`src/rtl/matrix_fill_engine_pkg.sv`:
```
// matrix_fill_engine_pkg: shared encodings and LFSR constants for the matrix fill engine
package matrix_fill_engine_pkg;
  typedef enum logic [1:0] {MODE_RAND, MODE_CONST, MODE_IDENT, MODE_RAMP} mode_e;
  typedef enum logic [1:0] {IDLE, DIM, GEN, DONE} state_e;
  localparam logic [15:0] LFSR_SEED = 16'hACE1;
  localparam logic [15:0] LFSR_TAPS = 16'hB400;
  function automatic logic [15:0] lfsr_step(input logic [15:0] s);
    return {s[14:0], ^(s & LFSR_TAPS)};
  endfunction
endpackage

```
`src/rtl/matrix_fill_engine_lfsr16.sv`:
```
// lfsr16: 16-bit Fibonacci LFSR with seed load (zero seed replaced) and advance enable
module lfsr16
  import matrix_fill_engine_pkg::*;
(
  input  logic        clk,
  input  logic        rst_n,
  input  logic        load,
  input  logic [15:0] seed,
  input  logic        en,
  output logic [15:0] q
);
  always_ff @(posedge clk or negedge rst_n)
    if (!rst_n) q <= LFSR_SEED;
    else if (load) q <= (seed == '0) ? LFSR_SEED : seed;
    else if (en) q <= lfsr_step(q);
endmodule

```
`src/rtl/matrix_fill_engine.sv`:
```
// matrix_fill_engine: fills an m x n matrix slot row-major with random, constant, identity or ramp data
module matrix_fill_engine
  import matrix_fill_engine_pkg::*;
#(
  parameter int DATA_W  = 16,
  parameter int DIM_W   = 3,
  parameter int SLOT_W  = 2,
  parameter int VAL_W   = 4,
  parameter int MAX_DIM = 5
) (
  input  logic              clk,
  input  logic              rst_n,
  input  logic              start,
  input  logic              abort,
  input  logic [1:0]        mode,
  input  logic [DIM_W-1:0]  target_m,
  input  logic [DIM_W-1:0]  target_n,
  input  logic [SLOT_W-1:0] target_slot,
  input  logic [VAL_W-1:0]  max_val,
  input  logic [DATA_W-1:0] const_val,
  input  logic              seed_load,
  input  logic [15:0]       seed,
  input  logic              wr_ready,
  output logic              busy,
  output logic              done,
  output logic              err,
  output logic              dim_we,
  output logic [DIM_W-1:0]  dim_m,
  output logic [DIM_W-1:0]  dim_n,
  output logic              wr_valid,
  output logic [SLOT_W-1:0] wr_slot,
  output logic [DIM_W-1:0]  wr_row,
  output logic [DIM_W-1:0]  wr_col,
  output logic [DATA_W-1:0] wr_data
);
  localparam logic [DIM_W-1:0] MAX_D = DIM_W'(MAX_DIM);
  state_e             state;
  mode_e              mode_q;
  logic [DIM_W-1:0]   m_q, n_q, i, j, ni, nj;
  logic [SLOT_W-1:0]  slot_q;
  logic [VAL_W-1:0]   max_q, sample;
  logic [DATA_W-1:0]  const_q, pdata;
  logic [15:0]        lfsr;
  logic               acc, adv, lastc, last, pvalid, bad_req;
  lfsr16 u_lfsr (
    .clk  (clk),
    .rst_n(rst_n),
    .load (state == IDLE && seed_load),
    .seed (seed),
    .en   (adv),
    .q    (lfsr)
  );
  // The next element is computed one edge ahead so every wr_* output is a register;
  // in random mode the sample comes from the LFSR value it will hold after this edge.
  always_comb begin
    bad_req = target_m == '0 || target_n == '0 || target_m > MAX_D || target_n > MAX_D;
    acc     = wr_valid && wr_ready;
    lastc   = j == n_q - 1'b1;
    last    = lastc && i == m_q - 1'b1;
    adv     = state == GEN && mode_q == MODE_RAND && !abort && (acc || !wr_valid);
    ni      = (acc && lastc) ? i + 1'b1 : i;
    nj      = acc ? (lastc ? '0 : j + 1'b1) : j;
    sample  = VAL_W'(adv ? lfsr_step(lfsr) : lfsr);
    pvalid  = mode_q != MODE_RAND || sample <= max_q;
    pdata   = mode_q == MODE_RAND  ? DATA_W'(sample) :
              mode_q == MODE_CONST ? const_q :
              mode_q == MODE_IDENT ? DATA_W'(ni == nj) :
                                     DATA_W'(ni) * DATA_W'(n_q) + DATA_W'(nj);
  end
  always_ff @(posedge clk or negedge rst_n) begin
    if (!rst_n) begin
      state    <= IDLE;
      mode_q   <= MODE_RAND;
      m_q      <= '0;
      n_q      <= '0;
      slot_q   <= '0;
      max_q    <= '0;
      const_q  <= '0;
      i        <= '0;
      j        <= '0;
      busy     <= 1'b0;
      done     <= 1'b0;
      err      <= 1'b0;
      dim_we   <= 1'b0;
      dim_m    <= '0;
      dim_n    <= '0;
      wr_valid <= 1'b0;
      wr_slot  <= '0;
      wr_row   <= '0;
      wr_col   <= '0;
      wr_data  <= '0;
    end else begin
      done   <= 1'b0;
      err    <= 1'b0;
      dim_we <= 1'b0;
      case (state)
        IDLE: if (start) begin
          mode_q  <= mode_e'(mode);
          m_q     <= target_m;
          n_q     <= target_n;
          slot_q  <= target_slot;
          max_q   <= max_val;
          const_q <= const_val;
          if (bad_req) err <= 1'b1;
          else begin
            state   <= DIM;
            busy    <= 1'b1;
            dim_we  <= 1'b1;
            dim_m   <= target_m;
            dim_n   <= target_n;
            wr_slot <= target_slot;
            i       <= '0;
            j       <= '0;
          end
        end
        DIM: if (abort) begin
          state <= IDLE;
          busy  <= 1'b0;
        end else begin
          state    <= GEN;
          wr_slot  <= slot_q;
          wr_valid <= pvalid;
          wr_row   <= ni;
          wr_col   <= nj;
          wr_data  <= pdata;
        end
        GEN: if (abort) begin
          state    <= IDLE;
          busy     <= 1'b0;
          wr_valid <= 1'b0;
          i        <= '0;
          j        <= '0;
        end else if (acc && last) begin
          state    <= DONE;
          done     <= 1'b1;
          wr_valid <= 1'b0;
          i        <= '0;
          j        <= '0;
        end else if (acc || !wr_valid) begin
          i        <= ni;
          j        <= nj;
          wr_valid <= pvalid;
          wr_row   <= ni;
          wr_col   <= nj;
          wr_data  <= pdata;
        end
        DONE: begin
          state <= IDLE;
          busy  <= 1'b0;
        end
      endcase
    end
  end
endmodule

```
`config.mk`:
```
export PLATFORM = sky130hd
export DESIGN_NAME = matrix_fill_engine
export DESIGN_NICKNAME = d
export VERILOG_FILES = /design/src/rtl/matrix_fill_engine_pkg.sv /design/src/rtl/matrix_fill_engine_lfsr16.sv /design/src/rtl/matrix_fill_engine.sv
export SDC_FILE = /design/constraint.sdc
export NUM_CORES = 1
export LEC_CHECK = 0
export CAP_MARGIN = 20
export CORE_ASPECT_RATIO = 1.2
export CORE_MARGIN = 2
export CORE_UTILIZATION = 57
export DETAILED_ROUTE_END_ITERATION = 10
export HOLD_SLACK_MARGIN = 0.08
export PLACE_DENSITY = 0.86
export SLEW_MARGIN = 20
export SYNTH_ARGS = -nofsm -noshare
export SYNTH_HDL_FRONTEND = slang
export SYNTH_SLANG_ARGS = --single-unit
```
`constraint.sdc`:
```
create_clock -name clk -period 11.2 [get_ports clk]
set_input_delay 3.36 -clock clk [delete_from_list [all_inputs] [get_ports clk]]
set_output_delay 3.36 -clock clk [all_outputs]
set_load 0.01 [all_outputs]
```
# Word-level counts from Yosys, hierarchy flattened
# Index checks and enable logic that the tools add are counted.
[classes]
add_sub_neg = 5
mul = 1
n_lt_le_gt_ge = 3
n_eq_ne = 17
mux = 60
n_bitwise = 1
reduce_logical = 35
[op_table]
columns = ["operator", "n"]
rows = [
  ["2-to-1 mux 16 bit", 9],
  ["2-to-1 mux 3 bit", 17],
  ["case mux 16 bit (2 select lines)", 1],
  ["case mux 3 bit (2 select lines)", 4],
  ["logical NOT 16 bit", 1],
  ["2-to-1 mux 1 bit", 16],
  ["2-to-1 mux 2 bit", 8],
  ["parity 16 bit", 1],
  ["AND reduction 3 bit", 4],
  ["inequality test 2 bit (second input constant)", 5],
  ["nonzero test 2 bit", 5],
  ["== test 3 bit", 3],
  ["logical AND 1 bit", 8],
  ["case mux 2 bit (4 select lines)", 1],
  ["AND reduction 4 bit", 2],
  ["adder 6 x 3 -> 7 bit", 1],
  ["2-to-1 mux 7 bit", 1],
  ["adder 3 x 1 -> 3 bit (second input constant)", 2],
  ["== test 2 bit (second input constant)", 3],
  ["greater-than comparator 3 bit (second input constant)", 2],
  ["logical NOT 3 bit", 2],
  ["multiplier 3 x 3 -> 6 bit", 1],
  ["subtractor 3 x 1 -> 3 bit (second input constant)", 2],
  ["logical OR 1 bit", 5],
  ["other kinds (14)", 18],
]
[totals]
register_bits = 89
in_bits = 52
output_inout_bits = 35
wordCells = 144

# Longest topological paths before layout
# Gate-level depths: netlist of run 1.
[depth]
ltp_word = 13
mapped_depth = 19
mapped_depth_nobuf = 18

# Hierarchy
# Synthesis of run 1 repeated with hierarchy kept, for this count alone.
[hier_totals]
hier_cells = 428
hier_area_um2 = 4793.3
[by_module_without_submodules]
columns = ["mod", "n_inst", "cells_per_inst", "area_each_um2", "seq_area_each_um2"]
rows = [
  ["matrix_fill_engine", 1, 357, 3946.3, 1826.8],
  ["lfsr16", 1, 71, 847.1, 410.4],
]

# Least setup slack after synthesis of run 1
# Ideal clock, no wire load.
[synth_timing]
kind = "input-to-reg"
startpoint = "input wr_ready"
endpoint = "register wr_data[5]"
setup_time_ns = 0.095
t_arrival_ns = 6.524
t_required_ns = 11.105
setup_slack_ns = 4.580
path_stages = 18
n_path_buf = 2
path_cell_list = "and2_1 -> clkbuf_1 -> and4_1 -> buf_6 -> nand2_1 -> xor2_1 -> nand2b_1 -> fa_1 -> inv_1 -> fa_1 -> inv_1 -> fa_1 -> inv_1 -> a21o_1 -> a21oi_1 -> xnor2_1 -> mux2i_1 -> o31ai_1"
[synth_between]
elab_chain_len = 12
elab_cells_between_ends = 19
cone_classes = "add/sub: 1; mul: 1; eq/ne: 2; mux: 10; reduce/logical: 5"
[synth_lines]
columns = ["element", "line_no", "source"]
rows = [
  ["start: declaration", "matrix_fill_engine.sv:23", "input logic wr_ready,"],
  ["logical AND 1 bit *", "matrix_fill_engine.sv:57", "acc = wr_valid && wr_ready;"],
  ["logical AND 1 bit", "matrix_fill_engine.sv:61", "ni = (acc && lastc) ? i + 1'b1 : i;"],
  ["2-to-1 mux 3 bit", "matrix_fill_engine.sv:61", ""],
  ["multiplier 3 x 3 -> 6 bit", "matrix_fill_engine.sv:68", "DATA_W'(ni) * DATA_W'(n_q) + DATA_W'(nj);"],
  ["adder 6 x 3 -> 7 bit", "matrix_fill_engine.sv:68", ""],
  ["2-to-1 mux 7 bit", "matrix_fill_engine.sv:67", "mode_q == MODE_IDENT ? DATA_W'(ni == nj) :"],
  ["2-to-1 mux 16 bit", "matrix_fill_engine.sv:66", "mode_q == MODE_CONST ? const_q :"],
  ["2-to-1 mux 16 bit", "matrix_fill_engine.sv:65", "pdata = mode_q == MODE_RAND ? DATA_W'(sample) :"],
  ["2-to-1 mux 16 bit", "matrix_fill_engine.sv:139", "end else if (acc || !wr_valid) begin"],
  ["2-to-1 mux 16 bit", "matrix_fill_engine.sv:133", "end else if (acc && last) begin"],
  ["2-to-1 mux 16 bit", "matrix_fill_engine.sv:127", "GEN: if (abort) begin"],
  ["case mux 16 bit (2 select lines)", "matrix_fill_engine.sv:96", "case (state)"],
  ["end signal: assignment", "matrix_fill_engine.sv:125", "wr_data <= pdata;"],
  ["end signal: assignment", "matrix_fill_engine.sv:145", "wr_data <= pdata;"],
  ["end: declaration", "matrix_fill_engine.sv:34", "output logic [DATA_W-1:0] wr_data"],
]
# Mark *: on every way between the ends. The rest lies on a longest branch, timed or not. The select of a mux whose other input is x is not followed.
# A chain may end at the register's enable or synchronous reset.

# Worst setup path after layout of run 1
# Ends and elaborated chain as after synthesis.

==> impl_metrics.csv, run 1 <==
group,metric,value,unit
route,firstDrtPassIters,4,
worst_setup_path,start_kind,"primary input",
power,p_per_area,247,mW/mm^2
power,pwr-share-comb,0.422,
floorplan,dieWidth,86.3,um
hold_path,hold_path_class,"reg -> reg",
timing,finalCritPeriodShare,0.629,
worst_setup_path,arrival,7320,ps
power,swShare,0.351,
timing,fin_ws,4160,ps
logic_synthesis,yosys.area.top_type_share,0.438,
clock_network,ctsLongestPathBuffers,2,
worst_setup_path,cp_max_fo,7,
grt,grt_usage,0.244,
clock_network,clock_latency,370,ps
timing,slew_violations,0,
worst_setup_path,r2r-end,"wr_data[5]",
logic_synthesis,yosysTopAreaCell,"dfrtp_1",
timing,setup_tns,0,ps
timing,hold_viol,0,
power,vdd_drop_max,0.000142,V
timing,rsz0062_at_grt,"no",
clock_network,cts_setup_buffers,0,
clock_network,clkSinkCount,89,
cells_and_area,diodes,0,
floorplan,coreArea,0.00802,mm^2
run_status,outcome,"finished clean",
floorplan,std_cell_rows,36,
grt,antenna_found_initial,0,
worst_setup_path,rrSetupSlack,6790,ps
grt,grt_pass1_wl,16.6,mm
logic_synthesis,synth-main-ff-cell,"dfrtp_1",
placement,portBuffers,86,
worst_setup_path,end_kind,"register",
grt,gr-total-overflow,0,
cells_and_area,syn2layout_area_growth,25.1,%
logic_synthesis,synth.cell_area,0.00463,mm^2
placement,place_inst,597,
cells_and_area,nets,589,
grt,grt_pass1_vias,3494,
placement,dpl.hpwl,7.39,mm
route,drt-initial-drc-count,128,
logic_synthesis,synth_common_cells,"dfrtp_1, nand2_1, mux2_2",
worst_setup_path,r2r_start,"n_q[0]",
logic_synthesis,synthCells,431,
floorplan,die-area,0.00887,mm^2
timing,max_clock_freq,0.142,GHz
timing,maxSlewHeadroom,0.331,
logic_synthesis,ys_types,45,
grt,grt_max_degree,90,
cells_and_area,fillCellCount,594,
logic_synthesis,ys_async_sr_fraction,1.00,
floorplan,ioPinCount,87,
cells_and_area,drive_gt1_frac,0.147,
power,internal_power,0.929,mW
logic_synthesis,ys_seq_area_frac,0.483,
clock_network,cts_tree,"yes",
clock_network,cts_resized,0,
route,post_drt_wl_per_cell,16.5,um
placement,dp_slack,3770,ps
worst_setup_path,crit_required,11480,ps
timing,setup_viol,0,
cells_and_area,layout.cells.non_filler,613,
logic_synthesis,ys.warnings.count,0,
power,power,1.43,mW
route,ant_nets,0,
worst_setup_path,reg2reg_depth,18,
power,p_seq_frac,0.393,
power,clkPwrFrac,0.185,
clock_network,root_buffer,"clkbuf_8",
clock_network,holdBufCountCts,0,
power,p_leak,2.69,nW
route,vias,3497,
flow_run,maxCapViolCount,0,
worst_setup_path,startpoint,"wr_ready",
worst_setup_path,crit_path_end,"wr_data[5]",
floorplan,die_y,103,um
route,drc,0,
logic_synthesis,ys_seq_elements,89,
logic_synthesis,synth_edf_count,0,
route,totalWireLength,10.1,mm
clock_network,numCtsBuffers,9,
timing,post-route-min-period,7040,ps
logic_synthesis,synth_top_cells_by_area,"dfrtp_1, mux2_2, ha_1",
power,p_sw,0.502,mW
timing,worstMarginPinSlew,1000,ps
floorplan,initial_utilization,0.578,
clock_network,cts_max_level,3,
route,vias_per_cell,5.70,
logic_synthesis,yosys.cell_count.top_type,"dfrtp_1",
timing,finClkSkew,11.0,ps
worst_setup_path,crit_type,"in -> reg",
logic_synthesis,synth_fp_nets,507,
clock_network,path_clk_slew,90,ps
placement,gp_congestion,0.917,
logic_synthesis,syn_avg_cell_area,10.7,um^2
final cells by class:
cell class,instances,area (um^2),share of cell area
Tap cell,95,119,0.0205
Clock buffer,9,124,0.0214
Clock inverter,7,116,0.0201
Timing Repair Buffer,88,877,0.151
Multi-Input combinational cell,304,2240,0.387
Sequential cell,89,2240,0.386
Inverter,21,78.8,0.0136
state kept, by name, indices dropped and copies added (netlist names):
signal    cells
max_q         4
wr_slot       2
state         2
const_q      16
wr_data      16
u_lfsr.q     16
dim_we        1
j             3
n_q           3
wr_col        3
i             3
dim_n         3
dim_m         3
wr_row        3
busy          1
m_q           3
done          1
wr_valid      1
mode_q        2
slot_q        2
err           1
power groups by stage:
stage | Clock [mW] | Sequential, mW | Combinational, mW
finish | 0.265 | 0.562 | 0.604
floorplan | 0 | 0.557 | 0.389
global route | 0.284 | 0.581 | 0.670
CTS | 0.270 | 0.562 | 0.609
global placement | 0 | 0.558 | 0.579
detailed placement | 0 | 0.567 | 0.606
metrics by stage:
stage,hold WS [ps],cell area (um^2),utilization
final,483,5800,0.723
after global placement,462,5550,0.692
after floorplan,474,4630,-
after global routing,519,5800,0.723
after CTS,491,5790,0.722
after detailed placement,469,5550,0.692
worst max-delay path: stages:
cell and delay [ps]:
clkdlybuf4s50_1 520, and2_1 260, and4_1 410, nand2_1 120, xor2_1 190, nand2b_1 190, fa_1 480, inv_1 50
fa_1 540, inv_1 70, fa_1 450, inv_1 70, a21o_1 100, a21oi_1 70, xnor2_1 160, mux2i_1 90
o31ai_1 190
per-layer routing:
layer | share of wire | global-route usage | vias up
li1 | - | - | 1666
met1 | 0.43 | 0.314 | 1726
met2 | 0.49 | 0.398 | 92
met3 | 0.051 | 0.0729 | 13
met4 | 0.019 | 0.0805 | 0
met5 | 0 | 0 | -
cell usage in the layout, fill, tap and decap left out, types with 3 or more instances in the layout:
cell / instances
ha_1: 21
a21oi_1: 21
a21o_1: 4
mux2_2: 47
fa_1: 3
inv_1: 21
clkbuf_8: 9
o22ai_1: 3
nand3_1: 7
o211ai_1: 3
nor4_1: 4
bufinv_16: 3
nor2_1: 29
o31ai_1: 7
clkdlybuf4s50_1: 85
nor2b_1: 9
nand2_1: 51
nand2b_1: 8
dfrtp_1: 81
o21ai_0: 26
xnor2_1: 10
mux2i_1: 18
dfstp_2: 8
xor2_1: 7
worst min-delay path by stage:
stage	startpoint	to	cells past startpoint	slack [ps]
after floorplan	slot_q[1]	slot_q[1]	1	470
after global placement	wr_data[11]	wr_data[11]	2	460
after detailed placement	wr_data[15]	wr_data[15]	2	470
after CTS	wr_col[1]	wr_col[1]	2	490
after global routing	wr_data[15]	wr_data[15]	2	520
final	wr_col[1]	wr_col[1]	2	480
logic make-up (layout without fill, tap and decap cells):
kind of cell | count (synthesis) | in the layout | share of synthesized area
AO/OA/AOI/OAI | 74 | 74 | 0.0951
XOR/XNOR | 19 | 19 | 0.0419
adder cells (fa/ha/maj) | 24 | 24 | 0.0697
buffers and inverters | 38 | 125 | 0.0327
flip-flops | 89 | 89 | 0.483
multiplexers | 66 | 66 | 0.158
AND/OR/NAND/NOR | 121 | 121 | 0.120
Power figures use the tool's default switching activity.
==> run 2, diff against run 1 <==
--- a/config.mk
+++ b/config.mk
@@ -8,10 +8,10 @@
 export CAP_MARGIN = 20
 export CORE_ASPECT_RATIO = 1.2
 export CORE_MARGIN = 2
-export CORE_UTILIZATION = 57
+export CORE_UTILIZATION = 47
 export DETAILED_ROUTE_END_ITERATION = 10
 export HOLD_SLACK_MARGIN = 0.08
-export PLACE_DENSITY = 0.86
+export PLACE_DENSITY = 0.76
 export SLEW_MARGIN = 20
 export SYNTH_ARGS = -nofsm -noshare
 export SYNTH_HDL_FRONTEND = slang
==> constraint.sdc (replaced) <==
create_clock -name clk -period 6.1 [get_ports clk]
set_input_delay 1.83 -clock clk [delete_from_list [all_inputs] [get_ports clk]]
set_output_delay 1.83 -clock clk [all_outputs]
set_load 0.01 [all_outputs]
==> run 2 against run 1 <==
Compared with the run above:
- critical path depth stayed put
- via count is 3.3% lower
- clock power is 89% higher
- largest cell class unchanged
- utilization is 11 points lower
==> impl_metrics.csv, run 2 (synthesized netlist as in run 1, its figures left out) <==
group,metric,value,unit
timing,finClkSkew,8.91,ps
cells_and_area,nets,591,
timing,post-route-min-period,5550,ps
timing,setup_tns,0,ps
grt,grt_max_degree,46,
power,p_leak,2.71,nW
cells_and_area,final_area,0.00586,mm^2
placement,placed_area,0.00560,mm^2
worst_setup_path,cp_num_cells,17,
route,post_drt_wl_per_cell,15.4,um
clock_network,root_buffer,"clkbuf_16",
worst_setup_path,cp_cell_sequence,"clkdlybuf4s50_1, and2_1, and4_1, nand2_1, xor2_1, nand2b_1, fa_1, inv_1, fa_1, inv_1, fa_1, inv_1, a21o_1, a21oi_1, xnor2_1, mux2i_1, o31ai_1",
hold_path,hold_path_class,"reg -> reg",
timing,rsz0062_at_grt,"no",
route,ant_nets,0,
clock_network,cts_setup_buffers,0,
route,totalWireLength,9.89,mm
timing,maxSlewHeadroom,0.489,
placement,dp_slack,215,ps
route,firstDrtPassIters,4,
worst_setup_path,start_kind,"primary input",
worst_setup_path,critical_path.slowest_cell,"clkdlybuf4s50_1",
timing,max_clock_freq,0.180,GHz
timing,slew_violations,0,
clock_network,ctsLongestPathBuffers,2,
grt,grt_pass1_vias,3463,
timing,hold_viol,0,
clock_network,path_clk_slew,60,ps
route,drc,0,
power,p_per_area,447,mW/mm^2
clock_network,holdBufCountCts,0,
timing,worstMarginPinSlew,766,ps
worst_setup_path,crit_type,"in -> reg",
placement,dpl.hpwl,7.35,mm
cells_and_area,syn2layout_area_growth,26.6,%
worst_setup_path,end_kind,"register",
worst_setup_path,crit_required,6340,ps
worst_setup_path,path_buf_inv,4,
placement,gp_congestion,0.864,
floorplan,coreArea,0.00956,mm^2
route,drt-initial-drc-count,80,
worst_setup_path,cp_max_fo,7,
cells_and_area,layout_common_cells,"clkdlybuf4s50_1, dfrtp_1, nand2_1",
timing,setup_viol,0,
floorplan,initial_utilization,0.484,
floorplan,ioPinCount,87,
clock_network,numCtsBuffers,9,
clock_network,clock_latency,340,ps
cells_and_area,final_common_cell,"clkdlybuf4s50_1",
worst_setup_path,reg2reg_depth,18,
clock_network,clkSinkCount,89,
worst_setup_path,cp_top_family,"adder cells",
run_status,outcome,"finished clean",
floorplan,die_y,113,um
grt,antenna_found_initial,0,
floorplan,dieWidth,94.6,um
clock_network,cts_tree,"yes",
route,vias_per_cell,5.26,
power,vdd_drop_max,0.000215,V
floorplan,die-area,0.0107,mm^2
cells_and_area,reg_top3,"const_q (16), u_lfsr.q (16), wr_data (16)",
grt,gr-total-overflow,0,
flow_run,maxCapViolCount,0,
floorplan,std_cell_rows,39,
grt,grt_pass1_wl,16.5,mm
clock_network,cts_max_level,3,
cells_and_area,fillCellCount,822,
placement,portBuffers,86,
route,vias,3383,
worst_setup_path,arrival,5790,ps
timing,finalCritPeriodShare,0.909,
cells_and_area,diodes,0,
timing,whs,473,ps
cells_and_area,drive_gt1_frac,0.140,
grt,grt_usage,0.197,
worst_setup_path,cp_slowest_stage_delay,530,ps
cells_and_area,fin_util,0.613,
hold_path,worstHoldPathCells,2,
clock_network,cts_resized,0,
timing,fin_ws,555,ps
==> run 2: cell count changes in the layout (fill, tap and decap cells not counted), sizes merged <==
cell | before | now
bufinv | 3 | 0
clkinvlp | 1 | 0
clkinv | 2 | 1
clkbuf | 9 | 15
buf | 3 | 5
inv | 22 | 21
==> run 2: cell type report <==
| cell class | count | area (um^2) | share of cell area |
|---|---|---|---|
| multi-input combinational | 304 | 2240 | 0.383 |
| sequential | 89 | 2240 | 0.381 |
| timing repair buffer | 90 | 888 | 0.151 |
| clock buffer | 15 | 258 | 0.0440 |
| tap | 123 | 154 | 0.0262 |
| inverter | 21 | 78.8 | 0.0134 |
| clock inverter | 1 | 5.00 | 0.000853 |
==> run 2: final timing paths <==
check                      startpoint     endpoint  slack, ps
setup / recovery             wr_ready   wr_data[5]        550
hold / removal             wr_data[9]   wr_data[9]        470
min in group asynchronous       rst_n    wr_col[2]       1490
hold reg to reg            wr_data[9]   wr_data[9]        470
max in group asynchronous       rst_n  u_lfsr.q[7]       3630
setup reg to reg               n_q[0]   wr_data[5]       1760
==> run 2: where the power goes <==
| group | total (mW) | internal [mW] | switching (mW) |
|---|---|---|---|
| registers | 1.03 | 0.858 | 0.175 |
| logic | 1.09 | 0.577 | 0.512 |
| clock network | 0.500 | 0.287 | 0.212 |
==> run 2: through the flow <==
| step | cells | power, mW |
|---|---|---|
| after detailed placement | 627 | 2.14 |
| after global routing | 643 | 2.82 |
| after floorplan | 431 | 1.74 |
| after CTS | 643 | 2.65 |
| after global placement | 627 | 2.10 |
| final | 643 | 2.62 |
==> run 2: routing by layer <==
metal,GRT usage,part of all wire,vias to the layer above
li1,-,-,1664
met1,0.257,0.44,1645
met2,0.328,0.50,61
met3,0.0340,0.033,13
met4,0.0734,0.019,0
met5,0,0,-
==> run 2: worst min-delay path, delay by kind of cell, from the launching register on <==
family          cells  cell delay, ps
compound gates      1              60
flops               1             340
simple gates        1              50
==> run 3, diff against run 2 <==
--- a/config.mk
+++ b/config.mk
@@ -8,10 +8,10 @@
 export CAP_MARGIN = 20
 export CORE_ASPECT_RATIO = 1.2
 export CORE_MARGIN = 2
-export CORE_UTILIZATION = 47
+export CORE_UTILIZATION = 57
 export DETAILED_ROUTE_END_ITERATION = 10
 export HOLD_SLACK_MARGIN = 0.08
-export PLACE_DENSITY = 0.76
+export PLACE_DENSITY = 0.86
 export SLEW_MARGIN = 20
 export SYNTH_ARGS = -nofsm -noshare
 export SYNTH_HDL_FRONTEND = slang
==> constraint.sdc (replaced) <==
create_clock -name clk -period 6.9 [get_ports clk]
set_input_delay 2.07 -clock clk [delete_from_list [all_inputs] [get_ports clk]]
set_output_delay 2.07 -clock clk [all_outputs]
set_load 0.05 [all_outputs]
==> run 3 against run 2 <==
Compared with the run above:
- combinational power is 11% higher
- critical path depth stayed put
- sequential share of layout area is 0.68 points higher
- wire length is 2.0% higher
- via count is 2.8% higher
- clock power is 26% lower
- worst hold slack better by 15 ps
- clock skew hardly changed
- global-route usage is 3.9 points higher
- critical path type unchanged
- critical endpoint unchanged
- largest power group unchanged
- highest routed layer unchanged
==> impl_metrics.csv, run 3 (synthesized netlist as in run 1, its figures left out) <==
group,metric,value,unit
timing,setup_viol,0,
hold_path,hold_path_class,"reg -> reg",
cells_and_area,diodes,0,
grt,gr-total-overflow,0,
power,p_leak,2.67,nW
route,firstDrtPassIters,4,
placement,gp_congestion,0.921,
clock_network,clkSinkCount,89,
power,p_sw,1.04,mW
clock_network,root_buffer,"clkbuf_8",
timing,finClkSkew,8.94,ps
clock_network,numCtsBuffers,9,
clock_network,cts_tree,"yes",
cells_and_area,fin_util,0.719,
clock_network,cts_max_level,3,
power,swShare,0.417,
power,internal_power,1.46,mW
worst_setup_path,end_kind,"register",
worst_setup_path,crit_required,7170,ps
floorplan,coreArea,0.00802,mm^2
power,p_seq_frac,0.365,
floorplan,dieWidth,86.3,um
clock_network,clock_latency,370,ps
timing,fin_ws,1150,ps
cells_and_area,final_common_cell,"clkdlybuf4s50_1",
timing,post-route-min-period,5750,ps
grt,grt_pass1_vias,3477,
timing,max_clock_freq,0.174,GHz
clock_network,cts_resized,0,
cells_and_area,multiInputGateArea,0.00224,mm^2
worst_setup_path,cp_top_family,"adder cells",
clock_network,holdBufCountCts,0,
worst_setup_path,cp_num_cells,17,
grt,antenna_found_initial,0,
hold_path,worstHoldPathCells,2,
grt,grt_usage,0.236,
timing,hold_viol,0,
worst_setup_path,cp_max_fo,7,
placement,portBuffers,86,
placement,dp_slack,787,ps
timing,worstMarginPinSlew,961,ps
route,totalWireLength,10.1,mm
grt,grt_pass1_wl,16.1,mm
timing,finalCritPeriodShare,0.834,
cells_and_area,nets,589,
cells_and_area,layout.area.seq,0.00224,mm^2
cells_and_area,layout_common_cells,"clkdlybuf4s50_1, dfrtp_1, nand2_1",
route,vias_per_cell,5.67,
placement,place_inst,597,
worst_setup_path,reg2reg_depth,18,
worst_setup_path,arrival,6030,ps
timing,maxSlewHeadroom,0.358,
flow_run,maxCapViolCount,0,
cells_and_area,layout.cells.non_filler,613,
floorplan,initial_utilization,0.578,
route,vias,3478,
worst_setup_path,crit_type,"in -> reg",
worst_setup_path,cp_slowest_stage_delay,540,ps
route,drc,0,
power,vdd_drop_max,0.000337,V
cells_and_area,drive_gt1_frac,0.145,
worst_setup_path,path_buf_inv,4,
floorplan,std_cell_rows,36,
floorplan,die_y,103,um
power,clkPwrFrac,0.149,
cells_and_area,syn2layout_area_growth,24.4,%
timing,setup_tns,0,ps
clock_network,ctsLongestPathBuffers,2,
route,drt-initial-drc-count,168,
worst_setup_path,start_kind,"primary input",
worst_setup_path,cp_cell_sequence,"clkdlybuf4s50_1, and2_1, and4_1, nand2_1, xor2_1, nand2b_1, fa_1, inv_1, fa_1, inv_1, fa_1, inv_1, a21o_1, a21oi_1, xnor2_1, mux2i_1, o31ai_1",
timing,slew_violations,0,
floorplan,ioPinCount,87,
cells_and_area,reg_top3,"const_q (16), u_lfsr.q (16), wr_data (16)",
route,post_drt_wl_per_cell,16.4,um
floorplan,die-area,0.00887,mm^2
run_status,outcome,"finished clean",
cells_and_area,fillCellCount,608,
clock_network,path_clk_slew,80,ps
worst_setup_path,critical_path.slowest_cell,"fa_1",
route,ant_nets,0,
placement,dpl.hpwl,7.54,mm
grt,grt_max_degree,90,
clock_network,cts_setup_buffers,0,
power,p_per_area,433,mW/mm^2
timing,rsz0062_at_grt,"no",
power,pwr-share-comb,0.486,
-- run 3: cell types whose count changed in the layout (fill, tap and decap cells not counted), sizes merged --
cell,before,now
clkbuf,15,12
buf,5,3
bufinv,0,1
clkinvlp,0,1
inv,21,22
-- run 3: final timing paths --
kind                        startpoint     endpoint  slack (ps)
setup reg to reg                n_q[0]   wr_data[5]        2510
hold reg to reg            wr_data[10]  wr_data[10]         490
max in group asynchronous        rst_n    wr_col[0]        4580
hold / removal             wr_data[10]  wr_data[10]         490
min in group asynchronous        rst_n       n_q[0]        1730
setup / recovery              wr_ready   wr_data[5]        1150
-- run 3: stage by stage --
step | total power, mW | hold slack, ps | area (um^2)
after detailed placement | 2.13 | 474 | 5550
after global placement | 2.08 | 462 | 5550
final | 2.50 | 488 | 5760
after floorplan | 1.76 | 474 | 4630
after global routing | 2.65 | 517 | 5760
after CTS | 2.51 | 493 | 5760
-- run 3: layout make-up --
cell class / count / area share
Clock buffer: 12 / 0.0269
Clock inverter: 4 / 0.00890
Inverter: 21 / 0.0137
Multi-Input combinational cell: 304 / 0.389
Sequential cell: 89 / 0.388
Tap cell: 95 / 0.0206
Timing Repair Buffer: 88 / 0.152
-- run 3: metal layers --
layer / up-vias / track usage / part of all wire
met1: 1707 / 0.285 / 0.41
met2: 95 / 0.408 / 0.51
met3: 16 / 0.0440 / 0.051
li1: 1660 / - / -
met5: - / 0 / 0
met4: 0 / 0.117 / 0.024
-- run 3: worst reg2reg max path: cells and delay by family, from the launching register on --
family	cells	cell delay, ps
compound gates	3	380
xor+xnor	3	590
fa+ha+maj	4	1810
buf+inv	4	290
flops	1	440
mux	1	100
simple gates	3	710
-- run 3: power groups by stage --
stage / clock network, mW / logic (mW) / registers (mW)
after floorplan: 0 / 0.632 / 1.13
after global placement: 0 / 1.17 / 0.906
after detailed placement: 0 / 1.21 / 0.921
after CTS: 0.379 / 1.22 / 0.912
after global routing: 0.397 / 1.32 / 0.941
final: 0.372 / 1.21 / 0.912
